===== config.mk =====
export PLATFORM = sky130hd
export DESIGN_NAME = amp_demodulator
export DESIGN_NICKNAME = d
export VERILOG_FILES = /design/src/rtl/amp_demodulator.sv
export SDC_FILE = /design/constraint.sdc
export NUM_CORES = 1
export LEC_CHECK = 0
export ABC_AREA = 1
export BUFFER_PORTS_ARGS = -buffer_cell sky130_fd_sc_hd__buf_2
export CORE_MARGIN = 2
export CORE_UTILIZATION = 57
export CTS_BUF_LIST = sky130_fd_sc_hd__clkbuf_16
export CTS_CLUSTER_SIZE = 14
export DETAILED_ROUTE_END_ITERATION = 10
export GPL_ROUTABILITY_DRIVEN = 1
export MAX_ROUTING_LAYER = met4
export PLACE_DENSITY = 0.89
export SYNTH_ARGS = -nofsm -noshare
export SYNTH_HDL_FRONTEND = slang
export SYNTH_SLANG_ARGS = --single-unit

===== constraint.sdc =====
create_clock -name clk_i -period 2.9 [get_ports clk_i]
set_input_delay 0.435 -clock clk_i [delete_from_list [all_inputs] [get_ports clk_i]]
set_output_delay 0.435 -clock clk_i [all_outputs]
set_load 0.01 [all_outputs]

===== src/rtl/amp_demodulator.sv =====
// AM envelope detector: full-wave rectifier, 2^LOG2_WIN boxcar moving average,
// optional 1-in-DECIM output decimation, valid/ready on both sides.
module amp_demodulator #(
  parameter int DATA_WIDTH = 16,
  parameter int LOG2_WIN   = 4,
  parameter int DECIM      = 1
) (
  input  logic                  clk_i,
  input  logic                  rst_ni,
  input  logic                  valid_i,
  input  logic [DATA_WIDTH-1:0] signal_i,
  output logic                  ready_o,
  output logic [DATA_WIDTH-1:0] signal_o,
  output logic                  valid_o,
  input  logic                  ready_i
);

  localparam int WIN    = 1 << LOG2_WIN;
  localparam int RECT_W = DATA_WIDTH - 1;
  localparam int ACC_W  = RECT_W + LOG2_WIN;
  localparam int CNT_W  = (DECIM > 1) ? $clog2(DECIM) : 1;
  localparam logic [CNT_W-1:0] CNT_LAST = CNT_W'(DECIM - 1);

  // Magnitude of a two's-complement sample; the most-negative code saturates.
  function automatic logic [RECT_W-1:0] rectify(input logic [DATA_WIDTH-1:0] x);
    logic [DATA_WIDTH-1:0] mag;
    if (x[DATA_WIDTH-1]) begin
      mag = ~x + DATA_WIDTH'(1);
    end else begin
      mag = x;
    end
    if (mag[DATA_WIDTH-1]) begin
      return {RECT_W{1'b1}};
    end else begin
      return mag[RECT_W-1:0];
    end
  endfunction

  logic                stall_s;
  logic                accept_s;
  logic                upd_s;
  logic                cnt_last_s;
  logic [ACC_W-1:0]    acc_next_s;
  logic [RECT_W-1:0]   avg_s;

  logic                s1_valid_r;
  logic [RECT_W-1:0]   rect_r;
  logic [RECT_W-1:0]   win_r [WIN];
  logic [LOG2_WIN-1:0] wptr_r;
  logic [ACC_W-1:0]    acc_r;
  logic [CNT_W-1:0]    cnt_r;
  logic [DATA_WIDTH-1:0] signal_r;
  logic                valid_r;

  assign stall_s    = valid_r & ~ready_i;
  assign ready_o    = ~stall_s;
  assign accept_s   = valid_i & ~stall_s;
  assign upd_s      = s1_valid_r & ~stall_s;
  assign cnt_last_s = (cnt_r == CNT_LAST);
  // Sum may transiently exceed ACC_W before the oldest entry is removed; modulo wrap cancels out.
  assign acc_next_s = acc_r + ACC_W'(rect_r) - ACC_W'(win_r[wptr_r]);
  assign avg_s      = acc_next_s[ACC_W-1:LOG2_WIN];
  assign signal_o   = signal_r;
  assign valid_o    = valid_r;

  // Stage 1: rectify accepted samples.
  always_ff @(posedge clk_i or negedge rst_ni) begin
    if (!rst_ni) begin
      s1_valid_r <= 1'b0;
      rect_r     <= '0;
    end else if (!stall_s) begin
      s1_valid_r <= accept_s;
      if (accept_s) begin
        rect_r <= rectify(signal_i);
      end
    end
  end

  // Stage 2: circular window and running accumulator.
  always_ff @(posedge clk_i or negedge rst_ni) begin
    if (!rst_ni) begin
      for (int i = 0; i < WIN; i++) begin
        win_r[i] <= '0;
      end
      wptr_r <= '0;
      acc_r  <= '0;
    end else if (upd_s) begin
      win_r[wptr_r] <= rect_r;
      wptr_r        <= wptr_r + LOG2_WIN'(1);
      acc_r         <= acc_next_s;
    end
  end

  // Decimation counter and registered output.
  always_ff @(posedge clk_i or negedge rst_ni) begin
    if (!rst_ni) begin
      cnt_r    <= '0;
      signal_r <= '0;
      valid_r  <= 1'b0;
    end else if (upd_s) begin
      if (cnt_last_s) begin
        cnt_r    <= '0;
        signal_r <= {1'b0, avg_s};
        valid_r  <= 1'b1;
      end else begin
        cnt_r    <= cnt_r + CNT_W'(1);
        valid_r  <= 1'b0;
      end
    end else if (!stall_s) begin
      valid_r <= 1'b0;
    end
  end

endmodule


=== Word level (Yosys, flattened, before mapping) ===
Cells that the tools add are included.

* Flip-flop bits (word level): 296
* Input port bits: 20
* Latch bits: 0
* RAM bits: 0
* Memory bits (read-only): 0
* Memories kept: 0
* Logic and storage cells: 56

* Div/mod/pow operators: 0
* Shift-type cells: 0
* $mul: 0
* Bitwise logic cells: 8
* Eq/ne operators: 1
* $add $sub $neg: 5
* Multiplexer cells: 14
* Reduce and logical (&&, ||, !) cells: 3
* Order comparisons: 2

{| class="wikitable"
|+ Operators by type and width
! kind !! number
|-
| $bwmux W240 || 1
|-
| $bmux W15 S4 || 1
|-
| $demux W15 S4 || 1
|-
| $mux W15 || 4
|-
| $mux W16 || 3
|-
| $add A19 B15 Y19 || 1
|-
| $sub A19 B15 Y19 || 1
|-
| $add A16 B1 Y16 const B || 1
|-
| $not A16 Y16 || 1
|-
| $ge A5 B5 Y1 const B || 1
|-
| $lt A5 B1 Y1 const B || 1
|-
| $not A4 Y5 || 1
|-
| $add A4 B1 Y4 const B || 1
|-
| $mux W1 || 4
|-
| $reduce_and A2 Y1 || 2
|-
| $and A1 B1 Y1 || 3
|-
| $not A1 Y1 || 3
|-
| $ne A2 B1 Y1 const B || 1
|-
| $add A1 B1 Y1 const B || 1
|-
| $logic_and A1 B1 Y1 || 1
|}

=== Depth between registers and ports, before layout ===
Gate-level depths: netlist of run 1.

* Word-level depth: 7
* Mapped depth: 22
* Gate-level depth less buffers: 20

=== Least setup slack after synthesis of run 1 ===
OpenSTA, ideal clock, no wires.

* Path type: reg-to-reg
* From: register wptr_r[1]
* To: register acc_r[16]
* Arrival time: 2,857 ps
* Setup time: 118 ps
* Stages on the path, launching flop included: 20
* Path slack: -75 ps
* Buffers on the path: 2
* Period minus slack after synthesis: 2,975 ps
* Cells stage by stage: dfrtp_1 > buf_2 > inv_2 > clkbuf_1 > a21oi_1 > o21ai_0 > nand2_1 > nand2_1 > nand4_1 > fa_1 > inv_1 > fa_1 > nand3_1 > nand3_1 > nand3_1 > nand2_1 > nand2_1 > nand3b_1 > nand3_1 > nand2_1

* Cells in the longest elaborated chain, start to end: 5

{| class="wikitable"
|+ Ends and longest elaborated chain
! item !! line !! source
|-
| from (decl) || 49 || <nowiki>logic [LOG2_WIN-1:0] wptr_r;</nowiki>
|-
| from (signal assigned) || 89 || <nowiki>wptr_r <= wptr_r + LOG2_WIN'(1);</nowiki>
|-
| $not A4 Y5 (not written as such) || 61 || <nowiki>assign acc_next_s = acc_r + ACC_W'(rect_r) - ACC_W'(win_r[wptr_r]);</nowiki>
|-
| $bmux W15 S4 || 61 ||
|-
| $mux W15 (not written as such) (2 in series) || 61 ||
|-
| $sub A19 B15 Y19 || 61 ||
|-
| to (signal assigned) || 90 || <nowiki>acc_r <= acc_next_s;</nowiki>
|-
| to (decl) || 50 || <nowiki>logic [ACC_W-1:0] acc_r;</nowiki>
|}

No other way between the ends. The select of a mux whose other input is x is not followed.
A chain may end at the register's enable or synchronous reset.

=== Final worst setup path of run 1 ===
* From: register wptr_r[0]
* To: register acc_r[16]

The elaborated chain is that of the path after synthesis.

==> results.toml, run 1 <==
[detailed_routing]
drc = 0
vias = 14372
drtIter0Drc = 2114
wire_per_inst_um = 22.0
drt_pass1_iterations = 8
via_per_inst = 6.44
ant_nets = 0
wl_mm = 49.1

[placement]
io_buffers = 36
pre_cts_slack_ns = -0.419
gp_congestion = 0.948
dpl.hpwl_mm = 27.2

[critical_path]
crit_start = "wptr_r[0]"
start_kind = "register"
cp_max_fo = 17
cp.required_ns = 3.37
path_class = "register to register"
worst_ep_arrival_time_ns = 4.06
cp-end-kind = "register"
r2r-start = "wptr_r[0]"

[finish]
fillers = 1623
syn_to_final_growth_pct = 20.0
design.final.nets = 1938
drive_above_1_share = 0.181

[sta]
hold_slack_ns = 0.164
slew_headroom = 0.571
fmaxAchievable_ghz = 0.278
rsz0062_at_grt = "yes"
fin_crit_ns = 3.60
finalCritPeriodShare = 1.24
hold_viol_final = 0
finClkSkew_ns = 0.0242
fin_ws_ns = -0.699
final-max-slew-violation-count = 0
final-setup-viol-count = 18
worstMarginPinSlew_ns = 0.644

[yosys]
yosys.area_share.simple = 0.182
synth_area_um2 = 14500
synth_commonest_cells = "388 x nand2_1, 280 x dfrtp_1, 266 x o21ai_0"
synth_seq_cells = 280
ys.flop_type = "dfrtp_1"
synth_top_family_by_area = "simple AND/OR/NAND/NOR gates"
syn_inst = 1824
yosysWarnings = 0
synth_adder_area_share = 0.0415
synth_area_leaders = "dfrtp_1 48%, nand2_1 10%, o21ai_0 9.2%"
yosys.area.top_type = "dfrtp_1"
synth_compound_area_frac = 0.182
synth_enable_flop_cells = 0
ys_seq_area_frac = 0.484
synth_top_area_frac = 0.484
synth_xor_area_frac = 0.0115
syn_nets = 1883
synthDistinctLibCells = 37
async_flop_share = 1.00
synth.avg_cell_area_um2 = 7.93
synth.most_common_cell = "nand2_1"
muxShareOfSynthArea = 0

[global_routing]
grt_overflow = 0
grtUsageTotal = 0.361
grt_pass1_wl_mm = 72.7
grt_pass1_vias = 13812
grt_max_degree = 80
antenna_found_initial = 1

[clock_tree]
path_clk_slew_ns = 0.07
cts-root-buf = "clkbuf_16"
cts_htree_levels = 1
cts_tree = "yes"
clock_sinks = 280
cts_max_path_buffers = 3
clock_latency_ns = 0.59
cts_buffers = 29

[floorplanning]
fp.dieH_um = 163
ios = 38
dieArea_um2 = 26700
die_x_um = 163
row_count = 58
initial_utilization = 0.578
core_area_um2 = 25000

[min_path]
worstHoldStart = "signal_i[11]"
hp-class = "primary input to register"

[job]
max_cap_viol_count = 0

[run_status]
status = "complete, but fails checks"
violations = "negative setup slack"
## cells by family after synthesis
| kind of cell | after synthesis |
|---|---|
| AOI/OAI and AO/OA | 517 |
| xor gates and xnor gates | 19 |
| DFF | 280 |
| buffers and inverters | 340 |
| and+or+nand+nor | 628 |
| other | 1 |
| adders and majority gates | 39 |
## critical path: stages (launching register included)
cell	delay, ns
dfrtp_4	0.53
clkinv_8	0.14
buf_16	0.18
o21ai_2	0.16
nand2_1	0.09
nand2_1	0.09
nand4_1	0.39
fa_1	0.70
inv_2	0.06
ha_4	0.31
nand2_4	0.07
inv_2	0.06
buf_4	0.11
nand2_2	0.07
nor3_4	0.10
nand2_1	0.10
nand2_1	0.08
nand2_1	0.06
nand3_1	0.09
nand2_1	0.07
## flip-flops by register name, summed over array words and instances (netlist names)
| register | flops |
|---|---|
| rect_r | 15 |
| win_r | 240 |
| s1_valid_r | 1 |
| valid_o | 1 |
| acc_r | 19 |
| wptr_r | 4 |
## path summary, 6_finish.rpt
check / to / slack, ns / cells past startpoint
min in group asynchronous: win_r[53] / 0.47 / 2
hold / removal: rect_r[11] / 0.16 / 3
setup / recovery: acc_r[16] / -0.70 / 19
max in group asynchronous: s1_valid_r / 1.58 / 3
hold reg to reg: win_r[222] / 0.48 / 2
setup reg to reg: acc_r[16] / -0.70 / 19
## placed cells by master (no fill, tap or decap), types with 10 or more instances in the layout
cell type  synthesis  final
a21oi_1          202    191
a21oi_2            0     11
buf_12             0     18
buf_2             55     35
buf_4             19     93
clkbuf_16          0     32
dfrtp_1          280    278
fa_1              15     14
ha_4               0     14
inv_1            199    195
inv_2              5     12
nand2_1          388    353
nand2_2            2     27
nand2_4            0     10
nand3_1           38     28
nand4_1           15     15
nor2_1           158    147
o21ai_0          266    214
o21ai_1           24     59
o21ai_2            0     14
o22ai_1           16     13
## per-layer routing
metal | routed length, µm | up-vias | GRT usage
li1 | - | 5984 | -
met1 | 16400 | 6718 | 0.429
met2 | 22300 | 1265 | 0.548
met3 | 6320 | 405 | 0.0886
met4 | 4040 | 0 | 0.243
met5 | 0 | - | -
## layout make-up
| class | count | area [µm²] | share of cell area |
|---|---|---|---|
| clock inverters | 24 | 188 | 0.0108 |
| multi-input cells | 1204 | 6720 | 0.387 |
| flip-flops and latches | 280 | 7010 | 0.404 |
| inverters | 205 | 787 | 0.0453 |
| well taps | 330 | 413 | 0.0238 |
| clock buffers | 29 | 726 | 0.0418 |
| repair buffers | 159 | 1510 | 0.0869 |
| diodes | 1 | 2.50 | 0.000144 |
## stage by stage
step	instances	area [µm²]	utilization	setup TNS [ns]
2_1_floorplan	1824	14500	-	0
3_3_place_gp	2162	15500	0.619	-4.27
3_5_place_dp	2162	15500	0.619	-5.32
4_1_cts	2223	17000	0.678	-3.55
5_1_grt	2232	17400	0.693	-10.69
6_report	2232	17400	0.693	-8.91
## timing repair
action                                 CTS  global route
endpoints found under the hold margin   73             0
cloned                                   4             3
setup endpoints to repair               17            18
pin swaps                               35            36
hold buffers                             1             0
gates resized for setup                125            90
buffers inserted                         3             5
Power of run 1 is not shown: default switching activity piles up to over one toggle a cycle in this logic, so the estimate is an artifact.
==> run 2, diff against run 1 <==
--- a/config.mk
+++ b/config.mk
@@ -8,13 +8,13 @@
 export ABC_AREA = 1
 export BUFFER_PORTS_ARGS = -buffer_cell sky130_fd_sc_hd__buf_2
 export CORE_MARGIN = 2
-export CORE_UTILIZATION = 57
+export CORE_UTILIZATION = 63
 export CTS_BUF_LIST = sky130_fd_sc_hd__clkbuf_16
 export CTS_CLUSTER_SIZE = 14
 export DETAILED_ROUTE_END_ITERATION = 10
 export GPL_ROUTABILITY_DRIVEN = 1
 export MAX_ROUTING_LAYER = met4
-export PLACE_DENSITY = 0.89
+export PLACE_DENSITY = 0.92
 export SYNTH_ARGS = -nofsm -noshare
 export SYNTH_HDL_FRONTEND = slang
 export SYNTH_SLANG_ARGS = --single-unit
==> constraint.sdc (replaced) <==
create_clock -name clk_i -period 3.98 [get_ports clk_i]
set_input_delay 0.597 -clock clk_i [delete_from_list [all_inputs] [get_ports clk_i]]
set_output_delay 0.597 -clock clk_i [all_outputs]
set_load 0.01 [all_outputs]
==> run 2 against run 1 <==
Compared with the run above:
- the run now ends clean
- flip-flop and latch count unchanged
- first-iteration DRC count shrank 30%
- worst setup slack better by 0.95 ns
- count of clock-buffer cells in the layout did not move
- cell area fell by 9.9%
- critical path depth unchanged
- clock skew shrank 0.011 ns
- largest cell class unchanged
==> results.toml, run 2 (synthesis results as in run 1) <==
[run_status]
status = "finished clean"

[sta]
rsz0062_at_grt = "no"
final-setup-viol-count = 0
fmaxAchievable_ghz = 0.269
hold_slack_ns = 0.0555
fin_crit_ns = 3.72
final-max-slew-violation-count = 0
slew_headroom = 0.219
finClkSkew_ns = 0.0130
finalCritPeriodShare = 0.936
worstMarginPinSlew_ns = 1.17
hold_viol_final = 0
finalSetupTns_ns = 0

[placement]
dpl.hpwl_mm = 25.1
gp_congestion = 0.925
io_buffers = 36

[finish]
largestRegisters = "win_r: 240 flops, acc_r: 19 flops, rect_r: 15 flops"
syn_to_final_growth_pct = 8.10
drive_above_1_share = 0.0751
design.final.nets = 1849
layout_commonest_cell = "nand2_1"
regMostFlops = "win_r"
largest_reg_flops = 240
insertedDiodeCount = 0
final_cell_mix = "388 x nand2_1, 278 x dfrtp_1, 266 x o21ai_0"
fillers = 1684

[clock_tree]
clock_sinks = 280
cts_hold_buffers = 0
clock_latency_ns = 0.56
cts_max_path_buffers = 3
cts_resized = 0
cts_setup_buffers = 0
cts-root-buf = "clkbuf_16"
cts_tree = "yes"
path_clk_slew_ns = 0.06
cts_htree_levels = 1
cts_buffers = 29

[detailed_routing]
ant_nets = 0
wire_per_inst_um = 19.0
vias = 12970
drtIter0Drc = 1485
wl_mm = 39.8
drt_pass1_iterations = 8
via_per_inst = 6.19
drc = 0

[critical_path]
start_kind = "register"
cp-end-kind = "register"
path_class = "register to register"
slowest_stage = "fa_1"
crit_path_frequent_cell = "nand2_1"
cp_max_fo = 20
max_stage_delay_ns = 0.56
worst_ep_arrival_time_ns = 4.17
cp.required_ns = 4.43
critical_path.cell_chain = "inv_2, buf_4, buf_4, a21oi_1, o21ai_0, nand2_1, nand2_1, nand4_1, fa_1, inv_1, ha_1, nand2_1, inv_1, a21oi_1, nand3_1, nand2_1, nand3_1, nand3_1, nand2_1"

[global_routing]
grt_overflow = 0
grt_pass1_vias = 12895
grtUsageTotal = 0.349
grt_max_degree = 89
grt_pass1_wl_mm = 64.7
antenna_found_initial = 0

[floorplanning]
initial_utilization = 0.641
core_area_um2 = 22600
row_count = 55
ios = 38
dieArea_um2 = 24200
fp.dieH_um = 156
die_x_um = 156

[job]
max_cap_viol_count = 0

[min_path]
hp-class = "primary input to asynchronous set/reset pin"
[run 2: final timing paths]
check | slack [ns] | cells past startpoint | startpoint | to
max | 0.26 | 19 | wptr_r[1] | acc_r[14]
min | 0.06 | 1 | rst_ni | rect_r[11]
max reg2reg | 0.26 | 19 | wptr_r[1] | acc_r[14]
min reg2reg | 0.49 | 2 | win_r[236] | win_r[236]
max in group asynchronous | 2.96 | 2 | rst_ni | win_r[96]
min in group clk_i | 0.33 | 3 | signal_i[11] | rect_r[11]
[run 2: per-layer routing]
layer	track usage	vias to the layer above	wire [µm]
li1	-	5783	-
met1	0.440	6177	14800
met2	0.529	819	18300
met3	0.0685	191	4310
met4	0.205	0	2330
met5	-	-	0
[run 2: critical path, delay by kind of cell (launching register included)]
family | cells | cell delay (ns)
AND/OR/NAND/NOR | 9 | 1.07
adder cells (fa/ha/maj) | 2 | 0.92
buffers and inverters | 5 | 0.87
flip-flops | 1 | 0.44
AO/OA/AOI/OAI | 3 | 0.31
[run 2: cell type report]
class	instances	area, µm²	area share
Sequential cell	280	7010	0.448
Clock inverter	24	154	0.00984
Inverter	205	772	0.0494
Multi-Input combinational cell	1204	6100	0.390
Tap cell	285	357	0.0228
Clock buffer	29	726	0.0464
Timing Repair Buffer	70	515	0.0330
[run 2: through the flow]
stage                     utilization  instance area (µm²)  setup slack (ns)  cells
after CTS                       0.692                15600             0.266   2097
after detailed placement        0.653                14700             0.364   2044
final                           0.693                15600             0.256   2097
after floorplan                     -                14500              1.00   1824
after global placement          0.653                14700             0.469   2044
after global routing            0.693                15600            0.0123   2097
Power of run 2 is left out for the same reason.
